$ cat config.mk
export PLATFORM = sky130hd
export DESIGN_NAME = fire_trap_decoder
export DESIGN_NICKNAME = d
export VERILOG_FILES = /design/src/rtl/fire_pkg.sv /design/src/rtl/fire_syndrome_lfsr.sv /design/src/rtl/fire_trap_decoder.sv
export SDC_FILE = /design/constraint.sdc
export NUM_CORES = 1
export LEC_CHECK = 0
export ABC_AREA = 1
export CORE_MARGIN = 2
export CORE_UTILIZATION = 56
export DETAILED_ROUTE_END_ITERATION = 8
export GPL_TIMING_DRIVEN = 0
export PLACE_DENSITY = 0.82
export SETUP_SLACK_MARGIN = 0.02
export SKIP_CTS_REPAIR_TIMING = 1
export SYNTH_ARGS = -nofsm -noshare
export SYNTH_HDL_FRONTEND = slang
export SYNTH_SLANG_ARGS = --single-unit
$ cat constraint.sdc
create_clock -name clk -period 2.75 [get_ports clk]
set_input_delay 0.275 -clock clk [delete_from_list [all_inputs] [get_ports clk]]
set_output_delay 0.275 -clock clk [all_outputs]
set_load 0.03 [all_outputs]
$ cat src/rtl/fire_pkg.sv
// Shared constants and state types for the (64,40) Fire-code error-trapping decoder.
package fire_pkg;
    localparam int N = 64;
    localparam int K = 40;
    localparam int B = 8;
    localparam int R = 24;
    localparam int MAX_SHIFT = 56;
    // g(x) = (x^15+1)(x^9+x^4+1) = x^24+x^19+x^15+x^9+x^4+1
    localparam logic [R:0] G_POLY = 25'h108_8211;

    typedef enum logic [1:0] {IDLE, SYND, TRAP, OUT} state_t;
    typedef enum logic [1:0] {LFSR_HOLD, LFSR_CLEAR, LFSR_FWD, LFSR_REV} lfsr_mode_t;
endpackage

$ cat src/rtl/fire_syndrome_lfsr.sv
// Syndrome register: forward division by g(x) while the word streams in,
// and reverse shifting (multiply by x^-1 mod g) while hunting for a burst.
module fire_syndrome_lfsr
    import fire_pkg::*;
(
    input  logic         clk,
    input  logic         rst,
    input  lfsr_mode_t   mode,
    input  logic         bit_in,
    output logic [R-1:0] s,
    output logic         trapped,
    output logic         zero
);
    always_ff @(posedge clk) begin
        if (rst) begin
            s <= '0;
        end else begin
            case (mode)
                LFSR_CLEAR: s <= '0;
                LFSR_FWD:   s <= {s[R-2:0], bit_in} ^ (s[R-1] ? G_POLY[R-1:0] : '0);
                // Odd s: add g so the division by x is exact; g's constant term clears bit 0.
                LFSR_REV:   s <= s[0] ? ((s >> 1) ^ G_POLY[R:1]) : (s >> 1);
                default:    s <= s;
            endcase
        end
    end

    assign trapped = (s[R-1:B] == '0);
    assign zero    = (s == '0);
endmodule

$ cat src/rtl/fire_trap_decoder.sv
// Sequential error-trapping decoder: 64-cycle syndrome, up to 57 trap checks,
// single burst (<= 8 bits) correction, result held until consumed.
module fire_trap_decoder
    import fire_pkg::*;
(
    input  logic         clk,
    input  logic         rst,
    input  logic         in_valid,
    output logic         in_ready,
    input  logic [N-1:0] codeword_in,
    output logic         out_valid,
    input  logic         out_ready,
    output logic [K-1:0] data_out,
    output logic         corrected,
    output logic         uncorrectable,
    output logic [5:0]   err_pos
);
    state_t       state, state_nxt;
    lfsr_mode_t   mode;
    logic [N-1:0] r;
    logic [5:0]   cnt;
    logic [5:0]   shift;
    logic [R-1:0] s;
    logic         trapped, zero, accept, at_limit;

    assign accept   = in_valid && (state == IDLE);
    assign at_limit = (shift == 6'(MAX_SHIFT));

    fire_syndrome_lfsr u_lfsr (
        .clk     (clk),
        .rst     (rst),
        .mode    (mode),
        .bit_in  (r[6'(N-1) - cnt]),
        .s       (s),
        .trapped (trapped),
        .zero    (zero)
    );

    always_ff @(posedge clk) begin
        if (rst) state <= IDLE;
        else     state <= state_nxt;
    end

    always_comb begin
        state_nxt = state;
        mode      = LFSR_HOLD;
        case (state)
            IDLE: if (accept) begin
                state_nxt = SYND;
                mode      = LFSR_CLEAR;
            end
            SYND: begin
                mode = LFSR_FWD;
                if (cnt == 6'(N-1)) state_nxt = TRAP;
            end
            TRAP: begin
                if (trapped || at_limit) state_nxt = OUT;
                else                     mode      = LFSR_REV;
            end
            OUT: if (out_ready) state_nxt = IDLE;
            default: state_nxt = IDLE;
        endcase
    end

    always_ff @(posedge clk) begin
        if (rst) begin
            r             <= '0;
            cnt           <= '0;
            shift         <= '0;
            corrected     <= 1'b0;
            uncorrectable <= 1'b0;
            err_pos       <= '0;
        end else begin
            case (state)
                IDLE: if (accept) begin
                    r             <= codeword_in;
                    cnt           <= '0;
                    shift         <= '0;
                    corrected     <= 1'b0;
                    uncorrectable <= 1'b0;
                    err_pos       <= '0;
                end
                SYND: cnt <= cnt + 6'd1;
                TRAP: begin
                    // zero syndrome also satisfies trapped; leave r and flags alone then
                    if (zero) begin
                        r <= r;
                    end else if (trapped) begin
                        r         <= r ^ ({{(N-B){1'b0}}, s[B-1:0]} << shift);
                        corrected <= 1'b1;
                        err_pos   <= shift;
                    end else if (at_limit) begin
                        uncorrectable <= 1'b1;
                    end else begin
                        shift <= shift + 6'd1;
                    end
                end
                default: ;
            endcase
        end
    end

    assign in_ready  = (state == IDLE);
    assign out_valid = (state == OUT);
    assign data_out  = r[N-1:N-K];
endmodule
==> qor.txt <==
Routed Antenna Nets = 0
# DRC = 0
antenna cells = 0
routability congestion estimate = 1.02
Fin Setup TNS = 0 ns
Cell Chain, Critical Path = inv_1 -> ha_1 -> buf_2 -> clkbuf_1 -> clkbuf_1 -> nand3_1 -> nand2_1 -> a21oi_1
min Tclk post-route = 2.51 ns
Clock Skew = 0.00822 ns
Yosys top cell by area = dfxtp_1
fmax = 0.398 GHz
most common cell after layout, fill and taps aside = nand2_1
Critical Path Source = state[0]$_SDFFE_PP0P_
num ports = 118
I/O Buffers = 117
critical path class = reg2reg
vias in the first global route = 8557
Die H = 124 um
worst setup margin = 0.236 ns
Synth Warn # = 0
HP Class = reg2reg
Layout fillers = 1323
crit path DAT = 2.74 ns
Global Route Usage Sum = 37.4%
syn_area_per_cell = 5.95 um^2
most frequent cells in the layout = 384 x nand2_1, 192 x nand3_1, 149 x a21oi_1
top cell type's share of synthesized area = 27.1%
CP max stage delay = 0.61 ns
P_leak = 3.90 nW
Nets = 1569
first-pass GRT wire length = 46200 um
CP startpoint kind = flip-flop
worst vdd ir = 0.992 mV
Cell variety after synth = 39
Worst Tran Pin Value = 0.855 ns
clock root cell = clkbuf_16
# H-tree levels = 3
CTS tree = done
CTS clock-pin slew for the worst setup and hold paths = 0.08 ns
Initial Util = 56.5%
row count = 44
drt first-iter violations = 1309
slew margin rel. = 43.0%
hpwl dp = 22300 um
Syn Std Cell Area = 0.00812 mm^2
WHS Path Cells = 2
clock buffer count from CTS = 9
Slowest-stage cell, CP = clkbuf_1
run status = complete, no violations
FF-to-FF Start = state[0]$_SDFFE_PP0P_
WL final = 29700 um
core area = 0.0144 mm^2
top cells by area, synth = dfxtp_1 27%, nand2_1 18%, nand3_1 12%
initial antenna violation count = 0
Clock Sinks = 110
vias per cell = 5.80
synthesis-stage register bit count = 110
syn nets = 1441
max cap viols = 0
Cells after Synth = 1365
worst hold start = err_pos[3]$_SDFFE_PP0P_
total gr overflow = 0
most used cell, CP = clkbuf_1
CP max FO = 10
Area growth syn-to-layout = 21.1%
Clock Latency Late Sink = 0.37 ns
worst endpoint required time = 2.97 ns
via count = 9749
Tcrit/Tclk final = 91.4%
final setup vio count = 0
share of layout cells above drive strength 1 = 8.54%
drt pass-1 iters = 6
pre-CTS WS = 0.338 ns
Seq/Total Area, Yosys = 27.1%
Reg2Reg Depth = 8
chip width = 124 um
clk buf depth = 2
max-slew violations = 0
RSZ-0062 raised after global routing = no
pwr dens = 1250 mW/mm^2
Worst setup EP type = flip-flop
DIE AREA = 0.0155 mm^2
Fin. Hold Viols = 0
WL/cell = 17.7 um
maximum number of pins on one net before global-route repair = 21
==> flip-flops by register name, indices dropped and copies added (netlist names) <==
signal,flops
uncorrectable,1
state,2
u_lfsr.s,24
corrected,1
r,64
cnt,6
err_pos,6
shift,6
==> worst max-delay path: cells and delay by family, from the launching register on <==
| family | cells | cell delay (ns) |
|---|---|---|
| adder cells (fa/ha/maj) | 1 | 0.20 |
| flip-flops | 1 | 0.35 |
| buffers and inverters | 4 | 1.38 |
| AO/OA/AOI/OAI | 1 | 0.06 |
| AND/OR/NAND/NOR | 2 | 0.38 |
==> where the power goes <==
group	internal [mW]	leakage, nW	total (mW)	switching [mW]
sequential	2.18	0.902	2.80	0.615
clock	0.731	0.155	1.42	0.688
combinational	2.93	2.84	8.12	5.19
==> synthesized netlist by cell type <==
cell       number
a211oi_1        1
a21oi_1       149
a31oi_1         3
buf_1           3
buf_2          26
buf_4          45
buf_6          10
clkbuf_1       40
clkinv_1        2
dfxtp_1       110
ha_1            8
inv_1          99
inv_2           8
inv_4           1
nand2_1       384
nand2_2         3
nand3_1       192
nand3_2         4
nand3b_1        7
nand4_1        28
nand4_2         1
nor2_1        141
nor2_2          3
nor3_1          8
nor3b_1         1
nor3b_2         1
nor4_1          1
o2111ai_1       1
o211ai_1       18
o211ai_2        1
o21a_1          1
o21ai_0        21
o21ai_1        27
o21ai_2         6
o21ai_4         2
o22ai_4         1
or2_1           1
xnor2_1         4
xor2_1          3
==> final cells by class <==
type	instances	area, um^2	share of cell area (%)
Multi-Input combinational cell	1021	4760	48.4
Tap cell	184	230	2.34
Sequential cell	110	2200	22.4
Clock buffer	9	225	2.29
Timing Repair Buffer	117	1170	11.9
Inverter	110	415	4.22
Clock inverter	7	88.8	0.903
Buffer	124	742	7.54
==> per-stage QoR <==
stage               hold slack (ns)  cell area (um^2)  cells  total power, mW  util, %
global placement              0.452              9530   1666             10.6     66.3
detailed placement            0.459              9530   1666             10.7     66.3
CTS                           0.473              9840   1682             12.1     68.5
floorplan                     0.436              8120   1365             8.30        -
finish                        0.472              9840   1682             12.3     68.5
global route                  0.492              9840   1682             13.2     68.5
==> cell families after synthesis <==
logic type	count (synthesis)	synth area share [%]
AO/OA/AOI/OAI	231	15.8
AND/OR/NAND/NOR	775	40.9
XOR/XNOR	7	0.755
flip-flops	110	27.1
adder cells (fa/ha/maj)	8	1.23
buffers and inverters	234	14.2
==> metal layers <==
layer / up-vias / routed length (um) / track usage (%)
li1: 4683 / - / -
met3: 113 / 3550 / 7.82
met1: 4379 / 11800 / 49.9
met4: 0 / 1570 / 20.1
met2: 574 / 12900 / 56.6
met5: - / 0 / 0
==> final timing paths <==
| check | endpoint | slack [ns] |
|---|---|---|
| setup / recovery | r[55]$_SDFFE_PP0P_ | 0.24 |
| hold / removal | err_pos[3]$_SDFFE_PP0P_ | 0.47 |
| setup reg to reg | r[55]$_SDFFE_PP0P_ | 0.24 |
| hold reg to reg | err_pos[3]$_SDFFE_PP0P_ | 0.47 |
(Power assumes the default switching activity.)
==> edit, RTL diff (config.mk and constraints unchanged) <==
Reset style: asynchronous (`rst`), changed in 3 clocked blocks.
--- a/src/rtl/fire_syndrome_lfsr.sv
+++ b/src/rtl/fire_syndrome_lfsr.sv
@@ -11,7 +11,7 @@
     output logic         trapped,
     output logic         zero
 );
-    always_ff @(posedge clk) begin
+    always_ff @(posedge clk or posedge rst) begin
         if (rst) begin
             s <= '0;
         end else begin
--- a/src/rtl/fire_trap_decoder.sv
+++ b/src/rtl/fire_trap_decoder.sv
@@ -36,7 +36,7 @@
         .zero    (zero)
     );
 
-    always_ff @(posedge clk) begin
+    always_ff @(posedge clk or posedge rst) begin
         if (rst) state <= IDLE;
         else     state <= state_nxt;
     end
@@ -62,7 +62,7 @@
         endcase
     end
 
-    always_ff @(posedge clk) begin
+    always_ff @(posedge clk or posedge rst) begin
         if (rst) begin
             r             <= '0;
             cnt           <= '0;
Function: differs if rst is asserted again (counterexample within 4 cycles, from zero or initial values and one cycle with rst high); with rst held inactive, the same outputs for 10 cycles.
==> edit against the original RTL <==
Sequential cell count is the same. Via count decreased by 2.8%. Critical endpoint is now r[61]. Worst setup slack worse by 0.050 ns. Sequential share of layout area is 4.6 points higher. Critical path type unchanged. Design area up 3.8%. Routed wire length rose by 1.5%. Count of clock-buffer cells in the layout stayed put. Final cell count is 4.0% lower. Area after synthesis rose by 4.3%.
Power is left out: it rests on default switching activity, and per cell area and clock period it moved more than threefold.
==> edit: results <==
[critical_path]
r2r_cells = 10
crit_end = r[61]
reg2reg_slack_ns = 0.19
crit_path_top_delay_cell = sky130_fd_sc_hd__dfrtp_1
max_stage_delay_ns = 0.44

[route]
met1_length_um = 12700
met3WireLength_um = 3260
detailroute.wirelength.met2_um = 13300
routedWlPerCell_um = 18.7
number_of_violations_reported_at_the_end_of_detailed_routing_iteration_0 = 1267
avgViaCountPerCell = 5.87
sum_of_routed_wire_length_over_all_layers_um = 30200

[placement]
dp_hpwl_um = 22900
post-place-ws_ns = 0.0197
place_inst = 1599
finalWeightedCongestion = 0.995
placed_cell_area_mm2 = 0.00991

[global_route]
first_global_vias = 8700
grt.met3_usage_pct = 7.62
global_route.usage.met1_pct = 53.4
grt_usage_pct = 37.9
grt_max_degree = 42
grt_met2_usage_pct = 58.3
grt_first_pass_wirelength_um = 47300

[synthesis]
yosysSeqAreaShare_pct = 32.5
synth_mux_area_share_pct = 0.118
synth_async_sr_flop_share_pct = 100
post_synth.cell_area_avg_um2 = 6.54
synthTopCellsByCount = sky130_fd_sc_hd__nand2_1 (381), sky130_fd_sc_hd__nor2_1 (166), sky130_fd_sc_hd__nand3_1 (129), sky130_fd_sc_hd__dfrtp_1 (110), sky130_fd_sc_hd__inv_1 (98)
synth_area_leaders = sky130_fd_sc_hd__dfrtp_1 (33%), sky130_fd_sc_hd__nand2_1 (17%), sky130_fd_sc_hd__nand3_1 (7.6%)
synth_compound_gate_area_share_pct = 14.2
syn_nets = 1372
post_synth_xor_area_fraction_pct = 0.724
yosys_most_used_dff = sky130_fd_sc_hd__dfrtp_1
synth_cell_types = 46
synth-adder-area-share_pct = 1.18

[final_layout]
layout_sequential_cell_count = 110
multi_input_area_share_pct = 44.9
layout.nets = 1502
post_route_cells_drive_above_1_share_pct = 11.0
nonClkBufAreaFrac_pct = 19.0
seq-cell-share_pct = 27.0
multi_in_gates = 960
clock_tree_area_fraction_pct = 2.86
non_clock_buffer_count = 238
num-nonclk-inverters = 107
final_design_area_no_fill_mm2 = 0.0102

[sta]
final.period_utilization_pct = 93.3
worst_clock_skew_ns = 0.0129
fin_hold_ws_ns = 0.405
tightest_slew_ns = 0.831

[cts]
clock_insertion_delay_worst_skew_ns = 0.37
cts_root_buf = sky130_fd_sc_hd__clkbuf_16

[min_path]
hold_path.class = input pin to asynchronous set/reset pin

[run_status]
run_status = finished clean

[floorplan]
dieWidth_um = 127
==> edit: changes by cell type in the layout (fill, tap and decap cells not counted), moves of 7 or more <==
cell / unedited run / this run
sky130_fd_sc_hd__a21oi_1: 149 / 28
sky130_fd_sc_hd__a22oi_1: 0 / 21
sky130_fd_sc_hd__buf_4: 45 / 53
sky130_fd_sc_hd__clkbuf_1: 40 / 21
sky130_fd_sc_hd__dfrtp_1: 0 / 110
sky130_fd_sc_hd__dfxtp_1: 110 / 0
sky130_fd_sc_hd__nand3_1: 192 / 129
sky130_fd_sc_hd__nand3b_1: 7 / 0
sky130_fd_sc_hd__nand4_1: 28 / 41
sky130_fd_sc_hd__nor2_1: 141 / 166
sky130_fd_sc_hd__o211ai_1: 18 / 7
sky130_fd_sc_hd__o21ai_0: 21 / 69
sky130_fd_sc_hd__o22ai_1: 0 / 11
